==> src/rtl/trp_bit_sequencer.sv <==
// ============================================================================
// Module  : trp_bit_sequencer
// Brief   : Buffered UART-style frame sequencer (start, 8 data LSB first,
//           stop) driving st/S/M of the trapezoidal modulation generator.
// Rev     : 1.0  initial release
// ============================================================================
`default_nettype none

module trp_bit_sequencer #(
  parameter int BIT_CYC = 2500,
  parameter int CNT_W   = 16
) (
  input  logic       clk,
  input  logic       rst,
  input  logic       wr,
  input  logic [7:0] din,
  input  logic [5:0] M_in,
  output logic       ready,
  output logic       st,
  output logic       S,
  output logic [5:0] M_out,
  output logic       busy,
  output logic       frame_done,
  output logic       ovf
);

  localparam logic [CNT_W-1:0] c_LAST_CYC = CNT_W'(BIT_CYC - 1);

  typedef enum logic [1:0] {
    IDLE  = 2'd0,
    START = 2'd1,
    DATA  = 2'd2,
    STOP  = 2'd3
  } state_t;

  state_t           r_state;
  logic             r_buf_full;
  logic [7:0]       r_buf_data;
  logic [5:0]       r_buf_M;
  logic [7:0]       r_shift;
  logic [2:0]       r_bit_idx;
  logic [CNT_W-1:0] r_timer;

  assign ready = ~r_buf_full;
  assign busy  = (r_state != IDLE);

  always_ff @(posedge clk) begin
    if (rst) begin
      r_state    <= IDLE;
      r_buf_full <= 1'b0;
      r_buf_data <= 8'd0;
      r_buf_M    <= 6'd0;
      r_shift    <= 8'd0;
      r_bit_idx  <= 3'd0;
      r_timer    <= '0;
      st         <= 1'b0;
      S          <= 1'b1;
      M_out      <= 6'd0;
      frame_done <= 1'b0;
      ovf        <= 1'b0;
    end else begin
      st         <= 1'b0;
      frame_done <= 1'b0;
      ovf        <= wr & r_buf_full;

      // A write needs an empty buffer and a drain needs a full one, so the
      // two buffer updates below can never collide on the same edge.
      if (wr && !r_buf_full) begin
        r_buf_data <= din;
        r_buf_M    <= M_in;
        r_buf_full <= 1'b1;
      end

      if (r_state == IDLE) begin
        if (r_buf_full) begin
          r_state    <= START;
          r_shift    <= r_buf_data;
          M_out      <= r_buf_M;
          r_buf_full <= 1'b0;
          S          <= 1'b0;
          st         <= 1'b1;
          r_timer    <= '0;
        end
      end else if (r_timer != c_LAST_CYC) begin
        r_timer <= r_timer + 1'b1;
      end else begin
        r_timer <= '0;
        st      <= 1'b1;
        case (r_state)
          START: begin
            r_state   <= DATA;
            r_bit_idx <= 3'd0;
            S         <= r_shift[0];
          end
          DATA: begin
            if (r_bit_idx == 3'd7) begin
              r_state <= STOP;
              S       <= 1'b1;
            end else begin
              r_bit_idx <= r_bit_idx + 3'd1;
              S         <= r_shift[r_bit_idx + 3'd1];
            end
          end
          default: begin
            // End of stop bit: chain straight into a queued frame if present.
            frame_done <= 1'b1;
            if (r_buf_full) begin
              r_state    <= START;
              r_shift    <= r_buf_data;
              M_out      <= r_buf_M;
              r_buf_full <= 1'b0;
              S          <= 1'b0;
            end else begin
              r_state <= IDLE;
              S       <= 1'b1;
              st      <= 1'b0;
            end
          end
        endcase
      end
    end
  end

endmodule

`default_nettype wire

==> config.mk <==
export PLATFORM = sky130hd
export DESIGN_NAME = trp_bit_sequencer
export DESIGN_NICKNAME = d
export VERILOG_FILES = /design/src/rtl/trp_bit_sequencer.sv
export SDC_FILE = /design/constraint.sdc
export NUM_CORES = 1
export LEC_CHECK = 0
export CAP_MARGIN = 15
export CORE_MARGIN = 5
export CORE_UTILIZATION = 52
export CTS_BUF_LIST = sky130_fd_sc_hd__clkbuf_8
export CTS_CLUSTER_SIZE = 12
export DETAILED_ROUTE_END_ITERATION = 12
export GPL_TIMING_DRIVEN = 0
export HOLD_SLACK_MARGIN = 0.15
export PLACE_DENSITY = 0.89
export SYNTH_ARGS = -nofsm -noshare
export SYNTH_HDL_FRONTEND = slang
export SYNTH_SLANG_ARGS = --single-unit
==> constraint.sdc <==
create_clock -name clk -period 1.8 [get_ports clk]
set_input_delay 0.36 -clock clk [delete_from_list [all_inputs] [get_ports clk]]
set_output_delay 0.36 -clock clk [all_outputs]
set_load 0.05 [all_outputs]
==> impl_metrics.json <==
{
  "synth_nets": 315,
  "tns_ps": -118,
  "p_leak_nw": 1.26,
  "port_buffers": 28,
  "avgSynthCellArea_sq_um": 8.50,
  "clk_pin_slew_worst_paths_ps": 100,
  "power_frac_seq_pct": 49.3,
  "place_congestion": 0.876,
  "drive_gt1_share_pct": 20.6,
  "maxCapViolCount": 0,
  "wl_um": 6710,
  "crit_path_max_fanout": 6,
  "failed_checks": "setup timing",
  "yosys.area.top_type": "dfxtp_1",
  "async_flop_share_pct": 0,
  "via_per_inst": 6.23,
  "fp-row-count": 25,
  "max_slew_margin_pct": 65.6,
  "worstMarginPinSlew_ps": 515,
  "synth_seq_area_share_pct": 43.6,
  "crit_path_top_delay_cell": "or4_4",
  "switching_share_pct": 27.6,
  "power_density_nw_per_um2": 784,
  "gr-total-overflow": 0,
  "pwr-share-clk_pct": 34.1,
  "ant_nets": 0,
  "netSwitchingPower_uw": 709,
  "ctsRootBufferMaster": "clkbuf_8",
  "routedWlPerCell_um": 17.0,
  "crit_type": "register to register",
  "synth_cell_types": 46,
  "max_freq_mhz": 538,
  "period_needed_ps": 1860,
  "skew_ps": 8.13,
  "ir_drop_uv": 802,
  "hp-class": "register to register",
  "grt_start_max_net_pins": 18,
  "report.final.hold_viol_count": 0,
  "slew_violations": 0,
  "worstSetupEndpointType": "register",
  "reg2reg_depth": 4,
  "outcome": "finished with violations",
  "r2r_setup_slack_ps": -60,
  "p_int_mw": 1.86,
  "antenna_cells": 0,
  "synthCells": 292,
  "fp.coreArea_sq_um": 4690,
  "post-route-period-util_pct": 103,
  "die-area_sq_um": 6250,
  "cts.sinks": 54,
  "ys_ff_latch": 54,
  "ioPinCount": 29,
  "rsz0062_at_grt": "true",
  "synthTopCellsByCount": "54 x dfxtp_1, 38 x a21oi_1, 38 x nand2_1",
  "synth_area_sq_um": 2480,
  "start_util_pct": 52.9,
  "via_count": 2453,
  "numCtsBuffers": 5,
  "layout_setup_ws_ps": -58.7,
  "nets": 362,
  "placed_cells": 374,
  "place_hpwl_um": 4210,
  "cp.required_ps": 2050,
  "yosysMostFrequentCell": "dfxtp_1",
  "cts_tree": "built",
  "die_w_um": 79.1,
  "grt_usage_pct": 21.2,
  "ys_top_cells_by_area": "dfxtp_1 44%, a21oi_1 7.7%, nand2_1 5.7%",
  "place_area_sq_um": 2840,
  "setup_viol": 4,
  "clkLatencyLatePin_ps": 320,
  "postLayoutCoreUtil_pct": 69.9,
  "holdPathStages": 2,
  "p_comb_share_pct": 16.7,
  "areaGrowthSynthToFinish_pct": 32.1,
  "drt_iter0_markers": 177,
  "max_stage_delay_ps": 540,
  "stdcell_count": 394,
  "final_cell_area_sq_um": 3280,
  "synth_top_area_share_pct": 43.6,
  "crit_chain": "or4_4 > a2111o_1 > or4_1 > a21oi_1",
  "drt-pass1-iter-count": 6,
  "synth_flop_cell": "dfxtp_1",
  "die_h_um": 79.1,
  "drc_errors": 0,
  "antenna_found_initial": 0,
  "crit_arrival_ps": 2110,
  "grt_pass1_vias": 2319,
  "clockBufferDepth": 2,
  "synth_edf_count": 0,
  "ys_warn_count": 0,
  "htreeDepth": 2,
  "start_kind": "register",
  "grt_first_pass_wirelength_um": 10700
}
cells in the final DEF, fill, tap and decap left out, drive strengths merged, types with 4 or more instances in the layout:
cell	netlist	final
clkbuf	17	16
dfxtp	54	54
ha	6	6
a22o	4	4
nand2	38	38
o21ai	18	18
dlygate4sd2	0	8
a31oi	4	4
nand3	23	23
nand4	7	7
nor2	8	8
inv	7	7
o211ai	4	4
clkdlybuf4s50	0	16
nand2b	4	4
xnor2	4	4
and3	7	7
a21oi	38	38
buf	2	22
nor4	4	4
repair_timing:
action                     CTS  global route
pin swaps                    4             5
hold endpoints to repair     0             0
hold buffers                 0             0
setup buffers                5            11
setup endpoints to repair   55            37
resized for setup           53            34
path summary, 6_finish.rpt:
kind / from / to
worst max-delay path: r_timer[3] / r_bit_idx[0]
worst min-delay path: r_buf_data[0] / r_buf_data[0]
worst max register to register: r_timer[3] / r_bit_idx[0]
worst min register to register: r_buf_data[0] / r_buf_data[0]
metrics by stage:
stage	setup WS [ps]	hold WS (ps)	total power, mW
2_1_floorplan	-27.4	437	1.53
6_report	-58.7	461	2.57
4_1_cts	-30.4	464	2.54
3_5_place_dp	-514	449	1.66
3_3_place_gp	-473	443	1.65
5_1_grt	-120	482	2.66
layer usage:
layer  routed length, um  GRT usage [%]  up-vias
li1                    -              -     1171
met1                2680           24.7     1171
met2                3480           38.2       87
met3                 360           3.85       24
met4                 183           8.25        0
met5                   0              0        -
flip-flops by register name, indices dropped and copies added, names as in the netlist:
name and cells:
r_bit_idx 3, frame_done 1, S 1, st 1
r_buf_M 6, r_state 2, r_buf_full 1, M_out 6
ovf 1, r_shift 8, r_buf_data 8, r_timer 16
cells by family (layout without fill, tap and decap cells):
family                     Yosys count  count (layout)  synth area share (%)
AOI/OAI and AO/OA                   88              88                  22.2
and+or+nand+nor                    110             110                  23.2
adders and majority gates            6               6                  3.03
xor gates and xnor gates             4               4                  1.41
DFF                                 54              54                  43.6
buffers and inverters               26              74                  3.98
muxes                                4               4                  2.62
power groups by stage:
stage | combinational (mW) | clock, mW | sequential (mW)
after global placement | 0.356 | 0 | 1.29
after global routing | 0.461 | 0.924 | 1.27
after CTS | 0.394 | 0.874 | 1.27
final | 0.428 | 0.876 | 1.27
after detailed placement | 0.366 | 0 | 1.29
after floorplan | 0.216 | 0 | 1.31
final cells by class:
cell class | instances | area [sq um]
Fill cell | 349 | 1410
Multi-Input combinational cell | 212 | 1460
Sequential cell | 54 | 1100
Clock inverter | 2 | 38.8
Tap cell | 54 | 67.6
Timing Repair Buffer | 44 | 398
Clock buffer | 6 | 82.6
Inverter | 7 | 30.0
Buffer | 15 | 103
worst max-delay path, delay by kind of cell (launching register included):
kind	cells	cell delay (ps)
AND/OR/NAND/NOR	2	950
AO/OA/AOI/OAI	2	460
flip-flops	1	380
No activity file was read; power rests on OpenSTA's default activity.
